### src/rtl/short_circuit_pkg.sv
// short_circuit_pkg: shared select encodings and in-flight slot type for the forwarding unit
package short_circuit_pkg;
  localparam int DEFAULT_SC_REG_ADDR_SIZE = 5;
  localparam int DEFAULT_SC_SEL_SIZE = 2;
  localparam logic [1:0] SC_SEL_BUS = 2'b00;
  localparam logic [1:0] SC_SEL_WB = 2'b01;
  localparam logic [1:0] SC_SEL_ALU = 2'b10;
  localparam logic [DEFAULT_SC_REG_ADDR_SIZE-1:0] REG_ZERO = '0;
  typedef struct packed {
    logic [DEFAULT_SC_REG_ADDR_SIZE-1:0] addr;
    logic reg_write;
    logic mem_read;
  } sc_slot_t;
  localparam sc_slot_t SC_BUBBLE = '0;
endpackage

### src/rtl/short_circuit_unit_compare.sv
// sc_slot_compare: next forwarding select for one operand, youngest producer first
module sc_slot_compare
  import short_circuit_pkg::*;
(
  input  logic [DEFAULT_SC_REG_ADDR_SIZE-1:0] addr_i,
  input  logic                                use_i,
  input  sc_slot_t                            ex_slot_i,
  input  sc_slot_t                            mem_slot_i,
  output logic [DEFAULT_SC_SEL_SIZE-1:0]      sel_o
);
  logic ex_hit, mem_hit;
  // a load in EX has no data yet; it is caught by the stall, not forwarded
  assign ex_hit = use_i && ex_slot_i.reg_write && !ex_slot_i.mem_read &&
                  ex_slot_i.addr != REG_ZERO && addr_i == ex_slot_i.addr;
  assign mem_hit = use_i && mem_slot_i.reg_write &&
                   mem_slot_i.addr != REG_ZERO && addr_i == mem_slot_i.addr;
  always_comb sel_o = ex_hit ? SC_SEL_ALU : mem_hit ? SC_SEL_WB : SC_SEL_BUS;
endmodule

### src/rtl/short_circuit_unit.sv
// short_circuit_unit: registered EX forwarding selects and load-use stall from a shadow of in-flight writers
module short_circuit_unit
  import short_circuit_pkg::*;
#(
  parameter int REG_ADDR_SIZE = DEFAULT_SC_REG_ADDR_SIZE,
  parameter int SEL_SIZE = DEFAULT_SC_SEL_SIZE
) (
  input  logic                     i_clk,
  input  logic                     i_reset,
  input  logic                     i_halt,
  input  logic                     i_flush,
  input  logic [REG_ADDR_SIZE-1:0] i_id_rs,
  input  logic [REG_ADDR_SIZE-1:0] i_id_rt,
  input  logic                     i_id_use_rs,
  input  logic                     i_id_use_rt,
  input  logic [REG_ADDR_SIZE-1:0] i_id_wb_addr,
  input  logic                     i_id_reg_write,
  input  logic                     i_id_mem_read,
  output logic [SEL_SIZE-1:0]      o_sc_src_a,
  output logic [SEL_SIZE-1:0]      o_sc_src_b,
  output logic                     o_stall,
  output logic [REG_ADDR_SIZE+1:0] o_wb_slot
);
  sc_slot_t ex_q, mem_q, wb_q, ex_d;
  logic [SEL_SIZE-1:0] sel_a_d, sel_b_d, sel_a_q, sel_b_q;
  logic bubble;
  sc_slot_compare u_cmp_a (
    .addr_i(i_id_rs), .use_i(i_id_use_rs), .ex_slot_i(ex_q), .mem_slot_i(mem_q), .sel_o(sel_a_d)
  );
  sc_slot_compare u_cmp_b (
    .addr_i(i_id_rt), .use_i(i_id_use_rt), .ex_slot_i(ex_q), .mem_slot_i(mem_q), .sel_o(sel_b_d)
  );
  assign o_stall = !i_halt && ex_q.mem_read && ex_q.reg_write && ex_q.addr != REG_ZERO &&
                   ((i_id_use_rs && i_id_rs == ex_q.addr) || (i_id_use_rt && i_id_rt == ex_q.addr));
  assign bubble = o_stall || i_flush;
  assign ex_d = bubble ? SC_BUBBLE : sc_slot_t'{i_id_wb_addr, i_id_reg_write, i_id_mem_read};
  always_ff @(posedge i_clk or negedge i_reset)
    if (!i_reset) begin
      ex_q <= SC_BUBBLE;
      mem_q <= SC_BUBBLE;
      wb_q <= SC_BUBBLE;
      sel_a_q <= SC_SEL_BUS;
      sel_b_q <= SC_SEL_BUS;
    end else if (!i_halt) begin
      ex_q <= ex_d;
      mem_q <= ex_q;
      wb_q <= mem_q;
      sel_a_q <= bubble ? SC_SEL_BUS : sel_a_d;
      sel_b_q <= bubble ? SC_SEL_BUS : sel_b_d;
    end
  assign o_sc_src_a = sel_a_q;
  assign o_sc_src_b = sel_b_q;
  assign o_wb_slot = wb_q;
endmodule

### config.mk
export PLATFORM = sky130hd
export DESIGN_NAME = short_circuit_unit
export DESIGN_NICKNAME = d
export VERILOG_FILES = /design/src/rtl/short_circuit_pkg.sv /design/src/rtl/short_circuit_unit_compare.sv /design/src/rtl/short_circuit_unit.sv
export SDC_FILE = /design/constraint.sdc
export NUM_CORES = 1
export LEC_CHECK = 0
export CORE_MARGIN = 2
export CORE_UTILIZATION = 30
export DETAILED_ROUTE_END_ITERATION = 6
export HOLD_SLACK_MARGIN = 0.12
export MAX_ROUTING_LAYER = met4
export PLACE_DENSITY = 0.53
export SLEW_MARGIN = 20
export SYNTH_ARGS = -nofsm -noshare
export SYNTH_HDL_FRONTEND = slang
export SYNTH_HIERARCHICAL = 1
export SYNTH_SLANG_ARGS = --single-unit
export TNS_END_PERCENT = 5
### constraint.sdc
create_clock -name i_clk -period 3.33 [get_ports i_clk]
set_input_delay 0.333 -clock i_clk [delete_from_list [all_inputs] [get_ports i_clk]]
set_output_delay 0.333 -clock i_clk [all_outputs]
set_load 0.02 [all_outputs]
==> run metrics, run 1 <==
largest area contributor in the netlist=dfrtp_1; met1 Track Usage GR=0.206; Unique masters post-synth=29; fmax=389 MHz; Synth top area share=0.412; largest net degree at the start of global routing=28; GR Util All Layers=0.156; Starting Density=0.317; Area growth, synth to finish=29.8%; Worst Hold Margin=0.507 ns; core area=4790 um^2; Max VDD drop=0.000255 V; die area=5640 um^2; P per Cell Area=434 nW/um^2; setup bufs post-CTS=0; DRT Pass-1 Iters=4; HP Class=reg -> reg; TritonCTS clock tree=built; R2R Path Start=ex_q[3]$_DFFE_PN0N_; post-DP HPWL=2750 um; I/O pin total=35; chip width=75.1 um; Slew Limit Headroom=0.471; Port Buffers=34; wire per inst=15.9 um; sequence of cells on the critical path=or4_1 > o2111ai_2 > nor2b_1 > clkdlybuf4s50_1; vias after detailed routing=1243; Fillers=463; Tmin final=2.57 ns; met3 usage=0.0201; fraction of layout cells with a size suffix above 1=0.170; Total Wirelength=3860 um; RSZ-0062 raised after global routing=false; CTS Buf Count=3; YS warnings=6; Sink Count=25; top-count cell post-synth=dfrtp_1; Post-Syn Instances=143; P_leak=0.705 nW; critical path fanouts, max=9; Worst Path Buf+Inv=1; Largest stage delay, worst path=0.59 ns; outcome=finished, final reports clean; global-route wire length before repair=6310 um; Min-Delay Startpoint=o_sc_src_b[1]$_DFFE_PN0N_; Slew Limit Fails=0; Max clock buf depth=2; H-tree Lvls=1; Worst EP arrival=2.24 ns; Nets=200; # diodes=0; Commonest cells post-synth=25 x dfrtp_1, 22 x xnor2_1, 14 x mux2_2; global route overflow=0; Synthesized Nets=166; GR peak layer=met2; mapped cell area=1520 um^2; worst setup path start=ex_q[3]$_DFFE_PN0N_; fin crit share=0.771; asr flop ratio synth=1.00; setup_tns=0 ns; CP max stage cell=or4_1; DRC Markers=0; cell row count=25; Mean Syn Cell Area=10.6 um^2; Clock Tree Root=clkbuf_8; delay-heaviest family, CP=simple AND/OR/NAND/NOR gates; antenna viol nets, final=0; max cap viols=0; Main synth FF type=dfrtp_1; height of the die=75.1 um; top area cells in the synthesized netlist=dfrtp_1 41%, xnor2_1 13%, mux2_2 10%; Startpoint Class=register; met2 GRT Util=0.245; type of the worst setup path=reg -> out; GP Congestion=0.888; # resized after CTS=0; hold_buf cts=1; Critical Path RT=3.00 ns; Critical Path Sink Type=output pin; Reg clk slew, reported paths=0.09 ns; Yosys reg bits=25; initial antenna violation count=0; number of global-route vias before repair=1245; clk_skew=0.00403 ns; final hold violations=0; Via density=5.12; EDFF count, synth=0; register area share after synthesis=0.412; initial DRC count=139; Skew-Pair Late Insertion Delay=0.28 ns; final setup fails=0; worst slew pin tran=0.793 ns
## cells by family (layout without fill, tap and decap cells)
group / after synthesis / after routing / share of synthesized area
flip-flops: 25 / 25 / 0.412
multiplexers: 14 / 14 / 0.104
buffers and inverters: 12 / 45 / 0.0412
AND/OR/NAND/NOR: 34 / 34 / 0.141
XOR/XNOR: 26 / 26 / 0.150
AO/OA/AOI/OAI: 32 / 32 / 0.152
## tightest hold or removal path: cells and delay by family (launching register included)
kind | cells | cell delay (ns)
flip-flops | 1 | 0.36
AO/OA/AOI/OAI | 2 | 0.12
## metal layers
metal	vias up	part of all wire
met3	5	0.036
li1	598	-
met1	612	0.46
met4	0	0.014
met2	28	0.48
met5	-	0
## flip-flops by register name, summed over array words and instances, names as in the netlist
| signal | cells |
|---|---|
| o_sc_src_b | 2 |
| o_wb_slot | 7 |
| o_sc_src_a | 2 |
| mem_q | 7 |
| ex_q | 7 |
## layout make-up
class / instances / area (um^2) / area share
Sequential cell: 25 / 626 / 0.318
Clock inverter: 1 / 7.51 / 0.00381
Inverter: 3 / 11.3 / 0.00572
Timing Repair Buffer: 38 / 368 / 0.187
Clock buffer: 3 / 41.3 / 0.0210
Tap cell: 67 / 83.8 / 0.0426
Multi-Input combinational cell: 106 / 832 / 0.422
## worst paths after layout
check,end,slack (ns),depth (start not counted)
worst max-delay path,o_stall,0.76,4
worst min-delay path,o_sc_src_b[1]$_DFFE_PN0N_,0.51,2
worst max register to register,ex_q[2]$_DFFE_PN0N_,1.46,5
worst min register to register,o_sc_src_b[1]$_DFFE_PN0N_,0.51,2
max in group asynchronous,mem_q[2]$_DFFE_PN0N_,2.37,2
min in group asynchronous,o_wb_slot[5]$_DFFE_PN0N_,0.58,2
## layout by cell type, fill, tap and decap left out, drive strengths merged, types with 4 or more instances in the layout
master,count
a32oi,11
nand3,4
dfrtp,25
mux2,14
nand2,13
nor4,6
o21ai,13
xnor2,22
xor2,4
clkdlybuf4s50,33
buf,4
## per-stage QoR
stage | worst slack (ns) | util | instance area [um^2] | cells | power, mW
5_1_grt | 0.627 | 0.412 | 1970 | 243 | 0.910
4_1_cts | 0.727 | 0.411 | 1970 | 243 | 0.865
3_5_place_dp | 0.771 | 0.399 | 1910 | 238 | 0.669
2_1_floorplan | 1.49 | - | 1520 | 143 | 0.552
3_3_place_gp | 0.783 | 0.400 | 1910 | 238 | 0.663
6_report | 0.762 | 0.412 | 1970 | 243 | 0.854
## report_power, final
group	switching [mW]	internal, mW
Combinational	0.112	0.141
Clock	0.105	0.0851
Sequential	0.0644	0.346
(Power assumes the default switching activity.)
==> inputs of run 2 (changes only) <==
clock period = 2.6 ns   (was 3.33 ns; I/O delays follow)
==> run metrics, run 2 (synthesis results as in run 1) <==
delay-heaviest family, CP=buffers and inverters (was simple AND/OR/NAND/NOR gates); met1 wire length=1780 um (was 1790 um); WL met2=1980 um (was 1870 um); TritonCTS clock tree=built (unchanged); antenna viol nets, final=0 (unchanged); most frequent cells in the layout=34 x clkdlybuf4s50_1, 22 x xnor2_1, 21 x dfrtp_1 (was 33 x clkdlybuf4s50_1, 25 x dfrtp_1, 22 x xnor2_1); CP max stage cell=clkdlybuf4s50_1 (was or4_1); Max VDD drop=0.000264 V (was 0.000255 V); outcome=finished, final reports clean (unchanged); Post-Layout Inst Area=2020 um^2 (was 1970 um^2); die area=5640 um^2 (unchanged); fin crit share=0.937; largest net degree at the start of global routing=26 (was 28); Final Core Density=0.422 (was 0.412); # diodes=0 (unchanged); setup bufs post-CTS=0 (unchanged); Critical Path RT=2.34 ns (was 3.00 ns); Power Total=1.10 mW (was 854 uW); Slew Limit Fails=0 (unchanged); core area=4790 um^2 (unchanged); cell row count=25 (unchanged); wire per inst=15.7 um (was 15.9 um); Starting Density=0.317 (unchanged); Total Wirelength=3910 um (was 3860 um); Largest stage delay, worst path=0.63 ns (was 0.59 ns); Startpoint Class=register (unchanged); top layer in use=met4 (unchanged); Worst EP arrival=2.18 ns (was 2.24 ns); final hold violations=0 (unchanged); initial antenna violation count=0 (unchanged); Max clock buf depth=2 (unchanged); setup_tns=0 ns (unchanged); global route overflow=0 (unchanged); type of the worst setup path=reg -> out (unchanged); GR Util All Layers=0.151 (was 0.156); most common cell after layout, fill and taps aside=clkdlybuf4s50_1 (unchanged); HP Class=in -> async (was reg -> reg); GP Congestion=0.897 (was 0.888); Port Buffers=34 (unchanged); I/O pin total=35 (unchanged); DRT Pass-1 Iters=4 (unchanged); clk_skew=0.00458 ns (was 0.00403 ns); Skew-Pair Late Insertion Delay=0.27 ns (was 0.28 ns); Slew Limit Headroom=0.464 (was 0.471); Nets=206 (was 200); post-DP HPWL=2930 um (was 2750 um); initial DRC count=72 (was 139); setup slack after placement=0.181 ns (was 0.771 ns); vias after detailed routing=1262 (was 1243); fmax=411 MHz; Via density=5.07 (was 5.12); critical path fanouts, max=9 (unchanged); height of the die=75.1 um (unchanged); Area growth, synth to finish=33.1% (was 29.8%); P_leak=0.733 nW (was 0.705 nW); final setup fails=0 (unchanged); max cap viols=0 (unchanged); Worst Path Buf+Inv=1 (unchanged); Placed Area=1970 um^2 (was 1910 um^2); Clock Tree Root=clkbuf_8 (unchanged); number of global-route vias before repair=1286 (was 1245); PnR worst setup slack=0.165 ns (was 0.762 ns); Critical Path Sink Type=output pin (unchanged); DRC Markers=0 (unchanged); H-tree Lvls=1 (unchanged); fraction of layout cells with a size suffix above 1=0.220 (was 0.170); global-route wire length before repair=6330 um (was 6310 um); worst slew pin tran=0.804 ns (was 0.793 ns); Reg clk slew, reported paths=0.10 ns (was 0.09 ns); sequence of cells on the critical path=xnor2_1 > nand4_1 > o22ai_1 > nor2b_1 > clkdlybuf4s50_1 (was or4_1 > o2111ai_2 > nor2b_1 > clkdlybuf4s50_1); RSZ-0062 raised after global routing=false (unchanged); P per Cell Area=545 nW/um^2 (was 434 nW/um^2); Fillers=469 (was 463); Sink Count=25 (unchanged); CTS Buf Count=3 (unchanged); chip width=75.1 um (unchanged); routed wl met3=124 um (was 139 um); Tmin final=2.44 ns
run 2: what timing repair did:
action / CTS / global route
hold buffers: 0 / 0
gates resized for setup: 0 / 4
endpoints found under the setup margin: 0 / 1
run 2: path summary, 6_finish.rpt:
check                           slack (ns)                 startpoint  cells past startpoint                        end
worst max-delay path                  0.16        ex_q[3]$_DFFE_PN0N_                      5                    o_stall
worst min-delay path                  0.35                    i_reset                      2        ex_q[5]$_DFFE_PN0N_
max in group asynchronous             1.98                    i_reset                      2        ex_q[3]$_DFFE_PN0N_
worst min register to register        0.51  o_sc_src_b[1]$_DFFE_PN0N_                      2  o_sc_src_b[1]$_DFFE_PN0N_
worst max register to register        0.79        ex_q[6]$_DFFE_PN0N_                      6  o_sc_src_a[0]$_DFFE_PN0N_
min in group i_clk                    0.51  o_sc_src_b[1]$_DFFE_PN0N_                      2  o_sc_src_b[1]$_DFFE_PN0N_
run 2: routing by layer:
metal | global-route usage | vias to the layer above
met4 | 0.0238 | 0
met5 | - | -
li1 | - | 608
met2 | 0.258 | 18
met3 | 0.0214 | 2
met1 | 0.194 | 634
run 2: cell type report:
type	count	area, um^2	area share
clock buffer	3	41.3	0.0204
clock inverter	1	5.00	0.00248
inverter	3	11.3	0.00558
multi-input combinational	106	832	0.412
sequential	25	631	0.312
tap	67	83.8	0.0415
timing repair buffer	44	415	0.206
run 2: report_power, final:
group / switching (mW) / internal, mW
clock network: 0.130 / 0.107
logic: 0.148 / 0.190
registers: 0.0801 / 0.446
run 2: per-stage QoR:
| stage | instances | hold WS (ns) |
|---|---|---|
| finish | 249 | 0.353 |
| global placement | 245 | 0.483 |
| detailed placement | 245 | 0.492 |
| global route | 249 | 0.385 |
| CTS | 249 | 0.365 |
| floorplan | 143 | -0.0356 |
